File: config.mk
export PLATFORM = sky130hd
export DESIGN_NAME = biriscv_csr_pipe
export DESIGN_NICKNAME = d
export VERILOG_FILES = /design/src/rtl/biriscv_csr_pipe_pkg.sv /design/src/rtl/biriscv_csr_pipe_stage.sv /design/src/rtl/biriscv_csr_pipe.sv
export SDC_FILE = /design/constraint.sdc
export NUM_CORES = 1
export LEC_CHECK = 0
export ABC_AREA = 1
export CORE_MARGIN = 5
export CORE_UTILIZATION = 39
export DETAILED_ROUTE_END_ITERATION = 7
export PLACE_DENSITY = 0.76
export SLEW_MARGIN = 10
export SYNTH_ARGS = -nofsm -noshare
export SYNTH_HDL_FRONTEND = slang
export SYNTH_SLANG_ARGS = --single-unit
File: constraint.sdc
create_clock -name clk_i -period 5.5 [get_ports clk_i]
set_input_delay 1.1 -clock clk_i [delete_from_list [all_inputs] [get_ports clk_i]]
set_output_delay 1.1 -clock clk_i [all_outputs]
set_load 0.1 [all_outputs]
File: src/rtl/biriscv_csr_pipe_pkg.sv
// Shared defines for the CSR E2/WB pipe: exception codes, CSR address field and stage record.
// BIRISCV_CSR_PIPE_TVAL_EN adds a tval field to the stage record.
package biriscv_csr_pipe_pkg;

  localparam int EXCEPTION_W = 6;

  localparam logic [EXCEPTION_W-1:0] EXCEPTION_NONE                = 6'h00;
  localparam logic [EXCEPTION_W-1:0] EXCEPTION_MISALIGNED_FETCH    = 6'h10;
  localparam logic [EXCEPTION_W-1:0] EXCEPTION_FAULT_FETCH         = 6'h11;
  localparam logic [EXCEPTION_W-1:0] EXCEPTION_ILLEGAL_INSTRUCTION = 6'h12;
  localparam logic [EXCEPTION_W-1:0] EXCEPTION_BREAKPOINT          = 6'h13;
  localparam logic [EXCEPTION_W-1:0] EXCEPTION_MISALIGNED_LOAD     = 6'h14;
  localparam logic [EXCEPTION_W-1:0] EXCEPTION_FAULT_LOAD          = 6'h15;
  localparam logic [EXCEPTION_W-1:0] EXCEPTION_MISALIGNED_STORE    = 6'h16;
  localparam logic [EXCEPTION_W-1:0] EXCEPTION_FAULT_STORE         = 6'h17;
  localparam logic [EXCEPTION_W-1:0] EXCEPTION_ECALL               = 6'h18;
  localparam logic [EXCEPTION_W-1:0] EXCEPTION_INTERRUPT           = 6'h20;
  localparam logic [EXCEPTION_W-1:0] EXCEPTION_ERET_M              = 6'h33;
  localparam logic [EXCEPTION_W-1:0] EXCEPTION_FENCE               = 6'h34;

  localparam int CSR_ADDR_HI = 31;
  localparam int CSR_ADDR_LO = 20;
  localparam int CSR_ADDR_W  = CSR_ADDR_HI - CSR_ADDR_LO + 1;

  typedef struct packed {
    logic                   valid;
    logic [31:0]            pc;
    logic [CSR_ADDR_W-1:0]  opcode;
    logic                   csr_write;
    logic [31:0]            wdata;
    logic [EXCEPTION_W-1:0] exception;
`ifdef BIRISCV_CSR_PIPE_TVAL_EN
    logic [31:0]            tval;
`endif
  } csr_stage_t;

  // A FENCE flush still lets the CSR write land (satp update followed by refetch).
  function automatic logic write_allowed(input logic [EXCEPTION_W-1:0] exc);
    return (exc == EXCEPTION_NONE) || (exc == EXCEPTION_FENCE);
  endfunction

endpackage

File: src/rtl/biriscv_csr_pipe_stage.sv
// Valid-qualified CSR pipe stage register; kill beats hold, hold beats load.
module biriscv_csr_pipe_stage
  import biriscv_csr_pipe_pkg::*;
(
  input  logic       clk_i,
  input  logic       rst_i,
  input  logic       hold_i,
  input  logic       kill_i,
  input  csr_stage_t d_i,
  output csr_stage_t q_o
);

  always_ff @(posedge clk_i or posedge rst_i) begin
    if (rst_i)
      q_o <= '0;
    else if (kill_i)
      q_o <= '0;
    else if (!hold_i)
      q_o <= d_i;
  end

endmodule

File: src/rtl/biriscv_csr_pipe.sv
// CSR result pipe from E1 through E2 and WB into the CSR unit's write-back/exception inputs.
// Define BIRISCV_CSR_PIPE_TVAL_EN to track tval per stage; otherwise the exception address is 0.
module biriscv_csr_pipe
  import biriscv_csr_pipe_pkg::*;
(
  input  logic                   clk_i,
  input  logic                   rst_i,
  input  logic                   e1_valid_i,
  input  logic [31:0]            e1_pc_i,
  input  logic [31:0]            e1_opcode_i,
  input  logic                   e1_csr_write_i,
  input  logic [31:0]            e1_csr_wdata_i,
  input  logic [31:0]            e1_csr_value_i,
  input  logic [EXCEPTION_W-1:0] e1_exception_i,
  input  logic                   squash_e1_i,
  input  logic                   stall_i,
  input  logic [EXCEPTION_W-1:0] e2_mem_exception_i,
  input  logic [31:0]            e2_mem_addr_i,
  output logic                   csr_writeback_write_o,
  output logic [CSR_ADDR_W-1:0]  csr_writeback_waddr_o,
  output logic [31:0]            csr_writeback_wdata_o,
  output logic [EXCEPTION_W-1:0] csr_writeback_exception_o,
  output logic [31:0]            csr_writeback_exception_pc_o,
  output logic [31:0]            csr_writeback_exception_addr_o,
  output logic                   flush_o
);

  csr_stage_t e2_d, e2_q;
  csr_stage_t wb_d, wb_q;

  always_comb begin
    e2_d           = '0;
    e2_d.valid     = e1_valid_i & ~squash_e1_i;
    e2_d.pc        = e1_pc_i;
    e2_d.opcode    = e1_opcode_i[CSR_ADDR_HI:CSR_ADDR_LO];
    e2_d.csr_write = e1_csr_write_i;
    e2_d.wdata     = e1_csr_wdata_i;
    e2_d.exception = e1_exception_i;
`ifdef BIRISCV_CSR_PIPE_TVAL_EN
    e2_d.tval      = e1_csr_value_i;
`endif
  end

  // A flush in WB kills E2 and drops the incoming E1 instruction in the same edge.
  biriscv_csr_pipe_stage u_e2 (
    .clk_i  (clk_i),
    .rst_i  (rst_i),
    .hold_i (stall_i),
    .kill_i (flush_o),
    .d_i    (e2_d),
    .q_o    (e2_q)
  );

  // Early exceptions take precedence over the LSU fault for the same instruction.
  always_comb begin
    wb_d = e2_q;
    if ((e2_q.exception == EXCEPTION_NONE) && (e2_mem_exception_i != EXCEPTION_NONE)) begin
      wb_d.exception = e2_mem_exception_i;
`ifdef BIRISCV_CSR_PIPE_TVAL_EN
      wb_d.tval      = e2_mem_addr_i;
`endif
    end
    wb_d.csr_write = e2_q.csr_write & write_allowed(wb_d.exception);
  end

  // WB takes a bubble on stall so a held E2 write can never strobe twice.
  biriscv_csr_pipe_stage u_wb (
    .clk_i  (clk_i),
    .rst_i  (rst_i),
    .hold_i (1'b0),
    .kill_i (flush_o | stall_i),
    .d_i    (wb_d),
    .q_o    (wb_q)
  );

  assign flush_o                      = wb_q.valid & (wb_q.exception != EXCEPTION_NONE);
  assign csr_writeback_write_o        = wb_q.valid & wb_q.csr_write;
  assign csr_writeback_waddr_o        = wb_q.valid ? wb_q.opcode    : '0;
  assign csr_writeback_wdata_o        = wb_q.valid ? wb_q.wdata     : '0;
  assign csr_writeback_exception_o    = wb_q.valid ? wb_q.exception : '0;
  assign csr_writeback_exception_pc_o = wb_q.valid ? wb_q.pc        : '0;

`ifdef BIRISCV_CSR_PIPE_TVAL_EN
  assign csr_writeback_exception_addr_o = wb_q.valid ? wb_q.tval : '0;
  logic unused_opcode;
  assign unused_opcode = ^e1_opcode_i[CSR_ADDR_LO-1:0];
`else
  assign csr_writeback_exception_addr_o = '0;
  logic unused_inputs;
  assign unused_inputs = ^{e1_csr_value_i, e2_mem_addr_i, e1_opcode_i[CSR_ADDR_LO-1:0]};
`endif

endmodule

Word level (Yosys, flattened, before mapping) --
Index checks and enable logic that the tools add are counted.
Word-level totals: register bits after elaboration 168, bits in latches 0, RAM bits 0, ROM bits 0, output and inout port bits 116, memories kept 0
Operators by class: add/sub/neg operators 0, $mul 0, div/mod/pow operators 0, magnitude comparators 0, eq/ne operators 2, shifts and indexed selects 0, muxes and demuxes 8, bitwise gates (word level) 6, reductions and logical operators 6
Operators by type and width (number):
- two-way mux 84 bit | 3
- two-way mux 32 bit | 2
- zero test 6 bit | 2
- two-way mux 12 bit | 1
- two-way mux 6 bit | 2
- nonzero test 6 bit | 2
- == test 6 bit, second input constant | 1
- bitwise AND 1 bit | 4
- != test 2 x 1 -> 1 bit, second input constant | 1
- logical AND 1 bit | 1
- logical OR 1 bit | 1
- NOT 1 bit | 1
- OR 1 bit | 1

Longest topological paths before layout --
Gate-level depths: netlist of run 1.
depth in word-level cells 7, mapped depth 8, mapped depth without buffers 8

Modules after synthesis --
From an unflattened synthesis of run 1, not the netlist that was laid out.
Unflattened totals: cell total of the unflattened synthesis 983, area, all modules 7754.9 µm²
Modules (own cells, without submodules):
- biriscv_csr_pipe_stage | times used 2, cells each 366, area each 3315.7 µm², sequential area each 2102.0 µm²
- biriscv_csr_pipe | times used 1, cells each 251, area each 1123.6 µm², sequential area each 0.0 µm²

Least setup slack after synthesis of run 1 --
Ideal clock, no wire load.
path kind register to output, start register u_wb.q_o[83] in the netlist's numbering, end output csr_writeback_exception_o[0], data arrival time 1.452 ns, data required time 4.400 ns, path slack 2.948 ns, stages on the path, launching flop included 5, buffers on the path 2, path through dfrtp_1 > clkbuf_1 > buf_2 > nand2_1 > inv_1
On the way: cells in the longest elaborated chain, start to end 1
Ends and longest elaborated chain:
- start: declaration | RTL line biriscv_csr_pipe_stage.sv:10 | output csr_stage_t q_o
- start signal: assignment | RTL line biriscv_csr_pipe_stage.sv:19 | q_o <= d_i;
- two-way mux 6 bit | RTL line biriscv_csr_pipe.sv:80 | assign csr_writeback_exception_o = wb_q.valid ? wb_q.exception : '0;
- end: declaration | RTL line biriscv_csr_pipe.sv:22 | output logic [EXCEPTION_W-1:0] csr_writeback_exception_o,
Every way passes these cells.

Final worst setup path of run 1 --
start register u_wb.q_o[83] in the netlist's numbering, end output csr_writeback_wdata_o[0]
On the way: cells in the longest elaborated chain, start to end 1
Ends and longest elaborated chain:
- two-way mux 32 bit | RTL line biriscv_csr_pipe.sv:79 | assign csr_writeback_wdata_o = wb_q.valid ? wb_q.wdata : '0;
- end: declaration | RTL line biriscv_csr_pipe.sv:21 | output logic [31:0] csr_writeback_wdata_o,
Every way passes these cells.

==> flow_metrics.tcl, run 1 <==
set metrics [dict create \
    tns_ps 0 \
    route.met3.wl_um 836 \
    drive_gt1_share_pct 12.8 \
    synth_area_um2 7350 \
    slew_headroom_pct 26.8 \
    fp.dieH_um 147 \
    nets 1132 \
    cts_tree "built" \
    timing.final.crit_period_ps 4010 \
    postSynthAreaPerCell_um2 9.22 \
    dieArea_um2 21700 \
    status "finished, final reports clean" \
    hold_buffers 0 \
    slowest_stage "clkdlybuf4s50_1" \
    synth-warning-count 0 \
    grt.total_usage_pct 16.4 \
    setup_violations 0 \
    dpl_worst_slack_ps 1880 \
    crit_path_end_kind "output port" \
    io_buffers 177 \
    finalPower_mw 3.15 \
    rsz0062_at_grt "no" \
    viasPerCell 4.42 \
    maxCapViolations 0 \
    hold_viol_final 0 \
    first_pass_iters 4 \
    drc_errors 0 \
    arrival_ps 2910 \
    place_hpwl_um 11200 \
    core_um2 18600 \
    synthCells 797 \
    power.switching_uw 913 \
    drt-initial-drc-count 269 \
    post_drt_wl_per_cell_um 14.3 \
    p_comb_share_pct 17.8 \
    worst_pin_slew_ps 1100 \
    critPathBufInv 3 \
    crit_path_cell_trace "buf_4, nand2_1, inv_1, clkdlybuf4s50_1" \
    fmax_mhz 250 \
    die_x_um 147 \
    cp_max_fo 31 \
    seq_area_frac_synth_pct 57.2 \
    slew_violations 0 \
    cts-root-buf "clkbuf_16" \
    peakVddDrop_uv 211 \
    cp.required_ps 4400 \
    highest_layer "met4" \
    grt_overflow_total 0 \
    grt_pass1_vias 5427 \
    holdCritPathClass "flop to flop" \
    area_growth_pct 31.6 \
    cts_buffer_depth 2 \
    antenna_found_initial 0 \
    clock-sinks 168 \
    gp_congestion 0.750 \
    grt_start_max_net_pins 85 \
    drtAntennaViolNets 0 \
    crit_family "buffers and inverters" \
    cts_resized 0 \
    route.vias.total 5309 \
    wl_met1_um 7150 \
    clock-skew-final_ps 8.70 \
    routed-wl-met2_um 8940 \
    finalCritPeriodShare_pct 72.9 \
    cpPeakStageDelay_ps 1130 \
    power_density_nw_per_um2 326 \
    post_cts_buffers 0 \
    power_frac_clock_pct 38.2 \
    clk_pin_slew_ps 60 \
    setup_ws_ps 1490 \
    fp-row-count 50 \
    clk_latency_ps 420 \
    grt_first_pass_wirelength_um 28200 \
    cts_buffers 17 \
    worstSetupPathType "flop to output port" \
    p_seq_share_pct 44.0 \
    routed_wl_um 17200 \
    synth-seq-cells 168 \
    pin_count 294 \
    swShare_pct 28.9 \
    initial_core_util_pct 39.4 \
    diodes 0 \
    synthDistinctLibCells 19 \
    startpoint_type "flop" \
    h-tree-depth 4 \
    power_leakage_nw 5.10 \
    internal_power_mw 2.24 \
]
-- synthesized netlist by cell type --
| master | n | area (um^2) |
|---|---|---|
| nor2_2 | 10 | 62.6 |
| buf_4 | 33 | 248 |
| inv_1 | 174 | 653 |
| nor2_4 | 1 | 11.3 |
| conb_1 | 1 | 3.75 |
| nor2_1 | 81 | 304 |
| o21ai_2 | 70 | 613 |
| o22ai_1 | 1 | 6.26 |
| buf_1 | 1 | 3.75 |
| nand2_1 | 101 | 379 |
| a21oi_1 | 2 | 10.0 |
| buf_6 | 15 | 169 |
| clkbuf_1 | 12 | 45.0 |
| buf_2 | 16 | 80.1 |
| nand2_2 | 1 | 6.26 |
| o21ai_0 | 12 | 60.1 |
| dfrtp_1 | 168 | 4200 |
| inv_2 | 1 | 3.75 |
| nand3_1 | 97 | 485 |
-- power groups by stage --
stage	clock network, mW	logic, mW	registers [mW]
2_1_floorplan	0	0.451	1.40
3_3_place_gp	0	0.557	1.41
3_5_place_dp	0	0.565	1.41
4_1_cts	1.23	0.568	1.39
5_1_grt	1.29	0.611	1.40
6_report	1.20	0.560	1.39
-- path summary, 6_finish.rpt --
path | startpoint | depth (start not counted) | slack, ps | end
hold reg to reg | u_e2.q_o[27]$_DFFE_PP0P_ | 2 | 490 | u_wb.q_o[27]$_DFF_PP0_
setup reg to reg | u_wb.q_o[83]$_DFF_PP0_ | 4 | 2630 | u_e2.q_o[83]$_DFFE_PP0P_
min in group asynchronous | rst_i | 2 | 1250 | u_wb.q_o[18]$_DFF_PP0_
setup / recovery | u_wb.q_o[83]$_DFF_PP0_ | 4 | 1490 | csr_writeback_wdata_o[0]
max in group asynchronous | rst_i | 3 | 3170 | u_e2.q_o[3]$_DFFE_PP0P_
hold / removal | u_e2.q_o[27]$_DFFE_PP0P_ | 2 | 490 | u_wb.q_o[27]$_DFF_PP0_
-- cell usage in the layout, fill, tap and decap left out --
cell and count:
clkdlybuf4s50_1 177, inv_1 172, dfrtp_1 167, nand2_1 99, nand3_1 97, nor2_1 81, o21ai_2 70, conb_1 32
clkbuf_16 17, o21ai_0 12, nor2_2 10, buf_4 6, clkinvlp_4 5, nand2_4 3, bufinv_16 3, clkbuf_1 3
inv_2 2, a21oi_1 2, clkinv_2 2, nor2_4 1, o22ai_1 1, inv_6 1, clkbuf_8 1, clkinv_4 1
buf_12 1, dfrtp_2 1
-- sequential cells by signal, summed over array words and instances (netlist names) --
signal	cells
u_e2.q_o	84
u_wb.q_o	84
-- metal layers --
layer	vias up	GRT usage, %
li1	2621	-
met1	2523	20.3
met2	146	28.4
met3	19	3.73
met4	0	5.31
met5	-	0
-- metrics by stage --
| stage | std cells | hold WS, ps | utilization [%] | cell area (um^2) |
|---|---|---|---|---|
| 2_1_floorplan | 828 | 457 | - | 7470 |
| 3_3_place_gp | 1169 | 467 | 48.7 | 9070 |
| 3_5_place_dp | 1169 | 474 | 48.7 | 9070 |
| 4_1_cts | 1201 | 492 | 51.9 | 9670 |
| 5_1_grt | 1201 | 519 | 51.9 | 9670 |
| 6_report | 1201 | 493 | 51.9 | 9670 |
-- tightest hold or removal path, delay by kind of cell (launching register included) --
| kind | cells | cell delay (ps) |
|---|---|---|
| buffers and inverters | 1 | 50 |
| DFF | 1 | 320 |
| and+or+nand+nor | 1 | 90 |
-- area by class of cell --
class                           count  area (um^2)
Tap cell                          234          293
Inverter                          175          661
Sequential cell                   168         4210
Multi-Input combinational cell    408         2080
Timing Repair Buffer              184         1840
Fill cell                        1660         8970
Clock buffer                       21          450
Clock inverter                     11          148
-- cell families after synthesis --
| kind of cell | after synthesis | synth area share, % |
|---|---|---|
| AO/OA/AOI/OAI | 85 | 9.38 |
| buffers and inverters | 252 | 16.4 |
| flip-flops | 168 | 57.2 |
| other | 1 | 0.0510 |
| AND/OR/NAND/NOR | 291 | 17.0 |
(Power assumes the default switching activity.)
==> run 2, diff against run 1 <==
--- a/config.mk
+++ b/config.mk
@@ -7,9 +7,9 @@
 export LEC_CHECK = 0
 export ABC_AREA = 1
 export CORE_MARGIN = 5
-export CORE_UTILIZATION = 39
+export CORE_UTILIZATION = 40
 export DETAILED_ROUTE_END_ITERATION = 7
-export PLACE_DENSITY = 0.76
+export PLACE_DENSITY = 0.75
 export SLEW_MARGIN = 10
 export SYNTH_ARGS = -nofsm -noshare
 export SYNTH_HDL_FRONTEND = slang
==> constraint.sdc (replaced) <==
create_clock -name clk_i -period 4.1 [get_ports clk_i]
set_input_delay 0.82 -clock clk_i [delete_from_list [all_inputs] [get_ports clk_i]]
set_output_delay 0.82 -clock clk_i [all_outputs]
set_load 0.1 [all_outputs]
==> run 2 against run 1 <==
  * Setup slack lost 260 ps
  * Clock-buffer cell count grew 2
  * Clock skew decreased by 2.7 ps
  * Sequential share of layout area grew 0.54 points
  * Largest cell class unchanged
==> flow_metrics.tcl, run 2 (synthesis results as in run 1) <==
set metrics [dict create \
    swShare_pct 28.7 \
    startpoint_type "flop" \
    holdCritPathClass "flop to flop" \
    cts_tree "built" \
    area_growth_pct 30.0 \
    fin_cells 1202 \
    pin_count 294 \
    arrival_ps 2040 \
    r2r_slack_ps 1840 \
    grt_first_pass_wirelength_um 28300 \
    finalCritPeriodShare_pct 69.8 \
    final_util_pct 53.0 \
    cts_resized 0 \
    hold_viol_final 0 \
    status "finished, final reports clean" \
    grt.total_usage_pct 16.3 \
    mostFrequentLayoutCells "inv_1 (172), dfrtp_1 (167), nand2_1 (99)" \
    slew_headroom_pct 31.4 \
    clk_latency_ps 420 \
    cp_max_fo 31 \
    core_um2 18000 \
    min_to "u_wb.q_o[25]$_DFF_PP0_" \
    slowest_stage "dfrtp_2" \
    h-tree-depth 4 \
    worst-r2r-cell-count 4 \
    viasPerCell 4.44 \
    die_x_um 146 \
    worst_pin_slew_ps 1030 \
    worstSetupPathType "flop to output port" \
    power_frac_clock_pct 39.2 \
    drive_gt1_share_pct 22.1 \
    clock-skew-final_ps 5.96 \
    finalPower_mw 4.30 \
    place_hpwl_um 11200 \
    cts_buffers 17 \
    rr_startpoint "u_wb.q_o[83]$_DFF_PP0_" \
    crit_path_cell_trace "buf_4, nand2_1, inv_1, buf_4" \
    internal_power_mw 3.06 \
    clock-sinks 168 \
    power_leakage_nw 5.32 \
    first_pass_iters 5 \
    slew_violations 0 \
    fp-row-count 49 \
    maxCapViolations 0 \
    nets 1138 \
    placed_cell_area_um2 8930 \
    grt_pass1_vias 5426 \
    drtAntennaViolNets 0 \
    grt_overflow_total 0 \
    p_seq_share_pct 43.3 \
    hold_buffers 0 \
    setup_violations 0 \
    grt_start_max_net_pins 85 \
    tns_ps 0 \
    cts_buffer_depth 2 \
    post_cts_buffers 0 \
    cpPeakStageDelay_ps 710 \
    largestRegisters "u_e2.q_o: 84 flops, u_wb.q_o: 84 flops" \
    final_common_cell "inv_1" \
    cts-root-buf "clkbuf_16" \
    power_density_nw_per_um2 450 \
    clk_pin_slew_ps 70 \
    fp.dieH_um 146 \
    gp_congestion 0.780 \
    stdcell_area_um2 9550 \
    cpMostUsedCell "buf_4" \
    post_drt_wl_per_cell_um 14.1 \
    crit_path_end_kind "output port" \
    timing.rr.end "u_wb.q_o[9]$_DFF_PP0_" \
    diodes 0 \
    timing.final.crit_period_ps 2860 \
    cp.required_ps 3280 \
    worstHoldPathCells 2 \
    drc_errors 0 \
    p_comb_share_pct 17.5 \
    antenna_found_initial 0 \
    fmax_mhz 349 \
    placed_cells_incl_taps 1170 \
    rsz0062_at_grt "no" \
    route.vias.total 5331 \
    worstHoldStart "u_e2.q_o[25]$_DFFE_PP0P_" \
    routed_wl_um 16900 \
    power.switching_mw 1.24 \
    drt-initial-drc-count 188 \
    peakVddDrop_uv 278 \
    dieArea_um2 21200 \
    io_buffers 177 \
    initial_core_util_pct 40.8 \
]
==> run 2: cell count changes in the layout (fill, tap and decap cells not counted) <==
cell | before | now
clkinv_2 | 2 | 0
buf_12 | 1 | 3
buf_4 | 6 | 94
clkbuf_8 | 1 | 4
clkinv_4 | 1 | 2
clkbuf_1 | 3 | 2
clkinvlp_4 | 5 | 4
clkdlybuf4s50_1 | 177 | 93
==> run 2: worst max-delay path: cells and delay by family, from the launching register on <==
kind                   cells  cell delay (ps)
buffers and inverters      3              800
DFF                        1              710
and+or+nand+nor            1              110
==> run 2: final cells by class <==
cell class	instances	area, um^2
clock inverter	9	139
clock buffer	23	488
multi-input combinational	408	2080
sequential	168	4210
timing repair buffer	190	1700
fill	1631	8470
tap	229	287
inverter	175	661
==> run 2: worst max path at each step <==
stage	startpoint	endpoint	slack, ps
2_1_floorplan	rst_i	u_e2.q_o[0]$_DFFE_PP0P_	1140
6_report	u_wb.q_o[83]$_DFF_PP0_	csr_writeback_waddr_o[7]	1240
3_5_place_dp	stall_i	u_wb.q_o[38]$_DFF_PP0_	1340
4_1_cts	u_wb.q_o[83]$_DFF_PP0_	csr_writeback_waddr_o[7]	1190
3_3_place_gp	stall_i	u_wb.q_o[38]$_DFF_PP0_	1370
5_1_grt	u_wb.q_o[83]$_DFF_PP0_	csr_writeback_waddr_o[7]	1100
==> run 2: routing by layer <==
layer	part of all wire (%)	vias up	global-route usage, %
li1	-	2639	-
met1	41	2538	20.0
met2	52	134	28.6
met3	4.8	20	3.80
met4	1.7	0	5.18
met5	0	-	0
==> run 2: power by group through the flow <==
stage               Combinational, mW  Sequential [mW]  Clock (mW)
CTS                             0.763             1.86        1.72
finish                          0.752             1.86        1.68
detailed placement              0.758             1.89           0
global route                    0.821             1.88        1.80
global placement                0.749             1.89           0
floorplan                       0.606             1.88           0
==> run 2: through the flow <==
stage	setup slack, ps	hold slack (ps)
after floorplan	1140	457
after global placement	1370	468
after detailed placement	1340	474
after CTS	1190	484
after global routing	1100	508
final	1240	486
